### config.mk
export PLATFORM = sky130hd
export DESIGN_NAME = axi_mem_slave
export DESIGN_NICKNAME = d
export VERILOG_FILES = /design/src/rtl/axi_mem_pkg.sv /design/src/rtl/axi_mem_array.sv /design/src/rtl/axi_mem_slave.sv
export SDC_FILE = /design/constraint.sdc
export NUM_CORES = 2
export LEC_CHECK = 0
export ABC_AREA = 1
export ABC_CLOCK_PERIOD_IN_PS = 3500
export CORE_ASPECT_RATIO = 0.9
export CORE_MARGIN = 1.5
export CORE_UTILIZATION = 40
export CTS_BUF_LIST = sky130_fd_sc_hd__clkbuf_8
export DETAILED_ROUTE_END_ITERATION = 8
export DONT_BUFFER_PORTS = 1
export PLACE_DENSITY = 0.58
export REMOVE_ABC_BUFFERS = 1
export SYNTH_ARGS = -nofsm -noshare
export SYNTH_HDL_FRONTEND = slang
export SYNTH_SLANG_ARGS = --single-unit
export TNS_END_PERCENT = 100
### constraint.sdc
create_clock -name clk -period 3.5 [get_ports clk]
set_input_delay 0.7 -clock clk [delete_from_list [all_inputs] [get_ports clk]]
set_output_delay 0.7 -clock clk [all_outputs]
set_load 0.01 [all_outputs]
### src/rtl/axi_mem_pkg.sv
// axi_mem_pkg: state encodings, response codes and helpers
// shared by axi_mem_array and axi_mem_slave (no ports).
package axi_mem_pkg;

    typedef enum logic [1:0] {
        R_IDLE = 2'd0,
        R_ADDR = 2'd1,
        R_DATA = 2'd2
    } rd_state_t;

    typedef enum logic [1:0] {
        W_IDLE = 2'd0,
        W_ADDR = 2'd1,
        W_DATA = 2'd2,
        W_RESP = 2'd3
    } wr_state_t;

    localparam logic RESP_OKAY   = 1'b0;
    localparam logic RESP_SLVERR = 1'b1;

    localparam int MAX_BEATS_DEF = 16;

    function automatic logic in_range(
        input int unsigned addr,
        input int unsigned depth
    );
        return addr < depth;
    endfunction

endpackage

### src/rtl/axi_mem_array.sv
// axi_mem_array: DEPTH x 8 byte storage, one sync write port and
// one sync read port; a read and write to the same byte in the same
// cycle returns the old byte.
// Ports: clk; wr_en/wr_addr/wr_data write port;
//        rd_en/rd_addr read request, rd_data registered read byte.
module axi_mem_array
    import axi_mem_pkg::*;
#(
    parameter int DEPTH = 256,
    parameter int AW    = 8
) (
    input  logic          clk,
    input  logic          wr_en,
    input  logic [AW-1:0] wr_addr,
    input  logic [7:0]    wr_data,
    input  logic          rd_en,
    input  logic [AW-1:0] rd_addr,
    output logic [7:0]    rd_data
);

    logic [7:0] mem [DEPTH];

    // Contents are deliberately not reset.
    always_ff @(posedge clk) begin
        if (wr_en) begin
            mem[wr_addr] <= wr_data;
        end
        if (rd_en) begin
            rd_data <= mem[rd_addr];
        end
    end

endmodule

### src/rtl/axi_mem_slave.sv
// axi_mem_slave: byte-wide burst memory slave with independent read
// (AR/R) and write (AW/W/B) channels.
// Ports: clk, rst (async, active-high);
//   AR: ARADDR ARLEN ARID ARVALID -> ARREADY
//   R : RVALID RDATA RRESP RLAST  <- RREADY
//   AW: AWADDR AWID AWVALID       -> AWREADY
//   W : WDATA WLAST WVALID        -> WREADY
//   B : BVALID BRESP={id,err}     <- BREADY
module axi_mem_slave
    import axi_mem_pkg::*;
#(
    parameter int ADDR_W    = 8,
    parameter int MEM_DEPTH = 256,
    parameter int MAX_BEATS = MAX_BEATS_DEF
) (
    input  logic              clk,
    input  logic              rst,
    input  logic [ADDR_W-1:0] ARADDR,
    input  logic [3:0]        ARLEN,
    input  logic [3:0]        ARID,
    input  logic              ARVALID,
    output logic              ARREADY,
    output logic              RVALID,
    input  logic              RREADY,
    output logic [7:0]        RDATA,
    output logic              RRESP,
    output logic              RLAST,
    input  logic [ADDR_W-1:0] AWADDR,
    input  logic [3:0]        AWID,
    input  logic              AWVALID,
    output logic              AWREADY,
    input  logic [7:0]        WDATA,
    input  logic              WLAST,
    input  logic              WVALID,
    output logic              WREADY,
    output logic              BVALID,
    input  logic              BREADY,
    output logic [4:0]        BRESP
);

    localparam int MEM_AW = $clog2(MEM_DEPTH);
    localparam int BEAT_W = $clog2(MAX_BEATS + 1);

    function automatic logic beat_resp(
        input logic [ADDR_W-1:0] a
    );
        return in_range(32'(a), MEM_DEPTH)
            ? RESP_OKAY : RESP_SLVERR;
    endfunction

    // ---------------- read channel ----------------
    rd_state_t         r_state;
    rd_state_t         r_state_nxt;
    logic [ADDR_W-1:0] r_addr;
    logic [ADDR_W-1:0] r_addr_inc;
    logic [3:0]        r_len;
    logic [3:0]        r_beat;
    logic [3:0]        r_id;
    logic              r_resp;
    logic              r_last;
    logic              r_adv;
    logic              rd_en;
    logic [ADDR_W-1:0] rd_addr;
    logic [7:0]        rd_data;

    // Wraps mod 2^ADDR_W by construction.
    assign r_addr_inc = r_addr + ADDR_W'(1);

    assign r_adv = (r_state == R_DATA) && RREADY && !r_last;

    // The array is read one cycle ahead: the first byte in R_ADDR,
    // the next byte whenever a non-final beat is taken.
    assign rd_en   = (r_state == R_ADDR) || r_adv;
    assign rd_addr = (r_state == R_ADDR) ? r_addr : r_addr_inc;

    always_ff @(posedge clk or posedge rst) begin
        if (rst) begin
            r_state <= R_IDLE;
        end else begin
            r_state <= r_state_nxt;
        end
    end

    always_comb begin
        r_state_nxt = r_state;
        case (r_state)
            R_IDLE: begin
                if (ARVALID) begin
                    r_state_nxt = R_ADDR;
                end
            end
            R_ADDR: r_state_nxt = R_DATA;
            R_DATA: begin
                if (RREADY && r_last) begin
                    r_state_nxt = R_IDLE;
                end
            end
            default: r_state_nxt = R_IDLE;
        endcase
    end

    always_comb begin
        ARREADY = 1'b0;
        RVALID  = 1'b0;
        RDATA   = 8'h00;
        RRESP   = RESP_OKAY;
        RLAST   = 1'b0;
        case (r_state)
            R_ADDR: ARREADY = 1'b1;
            R_DATA: begin
                RVALID = 1'b1;
                RDATA  = (r_resp == RESP_SLVERR)
                    ? 8'h00 : rd_data;
                RRESP  = r_resp;
                RLAST  = r_last;
            end
            default: ;
        endcase
    end

    always_ff @(posedge clk or posedge rst) begin
        if (rst) begin
            r_addr <= '0;
            r_len  <= '0;
            r_beat <= '0;
            r_id   <= '0;
            r_resp <= RESP_OKAY;
            r_last <= 1'b0;
        end else begin
            if (r_state == R_IDLE && ARVALID) begin
                r_addr <= ARADDR;
                r_len  <= ARLEN;
                r_id   <= ARID;
                r_beat <= '0;
            end
            if (r_state == R_ADDR) begin
                r_resp <= beat_resp(r_addr);
                r_last <= (r_len == 4'd0);
            end
            if (r_adv) begin
                r_addr <= r_addr_inc;
                r_beat <= r_beat + 4'd1;
                r_resp <= beat_resp(r_addr_inc);
                r_last <= ((r_beat + 4'd1) == r_len);
            end
        end
    end

    // ---------------- write channel ----------------
    wr_state_t         w_state;
    wr_state_t         w_state_nxt;
    logic [ADDR_W-1:0] w_addr;
    logic [3:0]        w_id;
    logic              w_err;
    logic [BEAT_W-1:0] w_beat;
    logic              w_fire;
    logic              w_room;
    logic              w_ok;
    logic              wr_en;

    assign w_fire = (w_state == W_DATA) && WVALID;
    // Beats past MAX_BEATS are still consumed, only discarded.
    assign w_room = 32'(w_beat) < MAX_BEATS;
    assign w_ok   = w_room && (beat_resp(w_addr) == RESP_OKAY);
    assign wr_en  = w_fire && w_ok;

    always_ff @(posedge clk or posedge rst) begin
        if (rst) begin
            w_state <= W_IDLE;
        end else begin
            w_state <= w_state_nxt;
        end
    end

    always_comb begin
        w_state_nxt = w_state;
        unique case (w_state)
            W_IDLE: begin
                if (AWVALID) begin
                    w_state_nxt = W_ADDR;
                end
            end
            W_ADDR: w_state_nxt = W_DATA;
            W_DATA: begin
                if (WVALID && WLAST) begin
                    w_state_nxt = W_RESP;
                end
            end
            W_RESP: begin
                if (BREADY) begin
                    w_state_nxt = W_IDLE;
                end
            end
        endcase
    end

    always_comb begin
        AWREADY = 1'b0;
        WREADY  = 1'b0;
        BVALID  = 1'b0;
        BRESP   = 5'd0;
        unique case (w_state)
            W_IDLE: ;
            W_ADDR: AWREADY = 1'b1;
            W_DATA: WREADY  = 1'b1;
            W_RESP: begin
                BVALID = 1'b1;
                BRESP  = {w_id, w_err};
            end
        endcase
    end

    always_ff @(posedge clk or posedge rst) begin
        if (rst) begin
            w_addr <= '0;
            w_id   <= '0;
            w_err  <= 1'b0;
            w_beat <= '0;
        end else begin
            if (w_state == W_IDLE && AWVALID) begin
                w_addr <= AWADDR;
                w_id   <= AWID;
                w_err  <= 1'b0;
                w_beat <= '0;
            end
            if (w_fire) begin
                w_addr <= w_addr + ADDR_W'(1);
                if (w_room) begin
                    w_beat <= w_beat + BEAT_W'(1);
                end
                if (!w_ok) begin
                    w_err <= 1'b1;
                end
            end
        end
    end

    axi_mem_array #(
        .DEPTH (MEM_DEPTH),
        .AW    (MEM_AW)
    ) u_mem (
        .clk     (clk),
        .wr_en   (wr_en),
        .wr_addr (w_addr[MEM_AW-1:0]),
        .wr_data (WDATA),
        .rd_en   (rd_en),
        .rd_addr (rd_addr[MEM_AW-1:0]),
        .rd_data (rd_data)
    );

endmodule

==> out/results.txt <==
Synth Instances: 8907
RD Place Congestion: 0.881
Slew @ Worst Pin: 1.44 ns
average wire per standard cell: 21.1 um
io pins: 64
area of the die: 0.232 sq mm
Pwr Total: 93.3 mW
CTS root buf: clkbuf_8
port bufs: 0
CP required: 2.80 ns
post-synth top area cell: edfxtp_1
Crit-path slowest cell: dfrtp_1
number of global-route vias before repair: 61300
grt ovf: 0
Detailed Route Iter0 Violations: 6781
R2R Setup Slk: 0.13 ns
Cell Pwr Density: 893 mW/mm^2
Setup Skew: 0.0930 ns
critical path class: reg -> out
post-synthesis sequential area ratio: 0.684
GRT Overall Usage: 0.226
maximum VDD drop: 0.783 mV
Cell Area, Synth: 0.0917 sq mm
Synth area leaders: edfxtp_1 67%, nand2_1 10%, nand3_1 9.6%
Synthesis Warnings: 0
Cell Area, Placed: 0.0974 sq mm
vias: 63900
Hold Crit Depth: 3
Startpoint Class: flip-flop
Static Leak: 43.4 nW
CTS tree: built
placed insts: 11900
Die Ht: 457 um
post-synth top area share: 0.673
worst-case reg-to-reg path depth: 13
crit path DAT: 2.67 ns
Final Net Count: 9307
Synth cell types: 39
# Max-Cap Violations: 0
share of layout cells above drive strength 1: 0.0934
cts bufs inserted: 354
CP endpoint kind: output port
Max Clk Rate: 297 MHz
core area: 0.228 sq mm
most frequent cells in the layout: 2425 x nand2_1, 2056 x edfxtp_1, 1761 x nand3_1
hold path start: AWVALID
Die Width: 508 um
Final period util: 0.963
Critical Path Source: r_state[0]
Slew headroom: 0.0369
Max Root-Sink Buffers: 4
Synth Register Bits: 2095
post-route ant nets: 0
clock slew at reported path FFs: 0.06 ns
Detailed Place HPWL: 148000 um
run status: finished, final reports clean
Top delay family on crit path: simple AND/OR/NAND/NOR gates
Critical R2R Launch: r_state[1]
most common cell after layout, fill and taps aside: nand2_1
Fill cells: 21200
post-CTS setup buffer count: 0
final setup vio count: 0
slowest stage delay, CP: 0.48 ns
DR pass1 iterations: 8
final hold vios: 0
mean post-synth cell area: 10.3 sq um
CP Cell Sequence: nor2_2 -> clkinv_1 -> buf_4 -> nor2_1
Rows: 166
Final Critical Period: 3.37 ns
H-tree levels: 5
first-pass GRT wire length: 392000 um
area growth from synthesis to final layout: 13.9%
DR DRC count: 0
drt total wl: 265000 um
Post-Layout Inst Area: 0.104 sq mm
Initial Util: 0.403
Finished Layout Cells: 12500
RSZ-0062 raised after global routing: true
fin util: 0.459
initial antenna violation count: 17
Final Max Tran Viols: 0
pin count of the biggest net entering global routing: 257
crit path max fanout: 9
later-pin clock latency in the skew report: 1.07 ns
WP buf/inv: 2
vias per cell: 5.09
WP depth: 4
hold crit path type: in -> reg
CTS Sinks: 2095
==> sequential cells by signal, summed over array words and instances, names as in the netlist, 2 cells and up <==
register       cells
w_id               4
u_mem.rd_data      8
w_state            2
w_addr             8
r_state            2
r_len              4
u_mem.mem       2048
r_beat             4
w_beat             5
r_addr             8
==> through the flow <==
stage	hold WS (ns)	setup TNS (ns)	setup slack, ns
final	0.0989	0	0.131
after global routing	0.0172	-0.0179	-0.0179
after CTS	0.00642	0	0.0464
after detailed placement	0.466	0	0.203
after global placement	0.445	0	0.234
after floorplan	0.435	-81.24	-10.16
==> power breakdown <==
part,leakage (nW),switching [mW],internal (mW)
logic,20.8,31.8,13.4
registers,19.0,0.197,27.9
clock network,3.62,9.81,10.1
==> synth_stat cells (all sizes together) <==
library cell	instances
nand2	2443
edfxtp	2056
nand3	1763
inv	1570
buf	396
nor2	306
o21ai	115
clkbuf	92
o211ai	67
dfrtp	39
ha	12
a21oi	10
o22ai	7
xor2	6
nor3	5
a211oi	3
nand4	3
a221o	2
o221ai	2
a21boi	1
a221oi	1
a31oi	1
clkinv	1
conb	1
nor4	1
o2111ai	1
o31ai	1
or2	1
xnor2	1
==> final timing paths <==
check / end
worst min-delay path: w_id[3]
worst max-delay path: RDATA[7]
min in group asynchronous: w_beat[1]
worst max register to register: u_mem.rd_data[1]
max in group asynchronous: r_beat[1]
worst min register to register: r_state[1]
==> metal layers <==
| metal | vias up | wire length [um] | track usage |
|---|---|---|---|
| met2 | 2563 | 121000 | 0.353 |
| li1 | 29900 | - | - |
| met3 | 473 | 21100 | 0.0392 |
| met5 | - | 0 | 0 |
| met4 | 0 | 9060 | 0.0808 |
| met1 | 30900 | 114000 | 0.318 |
==> final cells by class <==
class	instances	area (sq um)	share of cell area
tap	3024	3780	0.0362
inverter	1571	5900	0.0565
clock inverter	245	1200	0.0115
multi-input combinational	4753	20900	0.200
clock buffer	363	5000	0.0478
sequential	2095	62700	0.600
antenna	15	37.5	0.000359
timing repair buffer	476	4940	0.0473
==> logic make-up (layout without fill, tap and decap cells) <==
family | after synthesis | in the layout | synth area share
xor+xnor | 7 | 7 | 0.000668
compound gates | 211 | 211 | 0.0141
flops | 2095 | 2095 | 0.684
other cells | 1 | 16 | 0.0000409
buf+inv | 2059 | 2655 | 0.0904
fa+ha+maj | 12 | 12 | 0.00164
simple gates | 4522 | 4522 | 0.210
==> worst reg2reg max path, cell delays in order, from the launching register on <==
cell	delay, ns
dfrtp_1	0.36
inv_1	0.22
nand2_4	0.26
o21ai_4	0.32
buf_12	0.23
buf_12	0.30
nand3_1	0.19
nand3_1	0.12
nand3_1	0.19
nand3_1	0.22
nand3_1	0.31
nand3_1	0.18
nand3_1	0.22
nand2_1	0.13
==> timing repair <==
item	in CTS	in global routing
gates resized for setup	3	2
endpoints found under the setup margin	8	9
hold endpoints to repair	1338	0
pin swaps	0	0
hold buffers	53	0
Note: power is estimated with default switching activity, not from simulation.
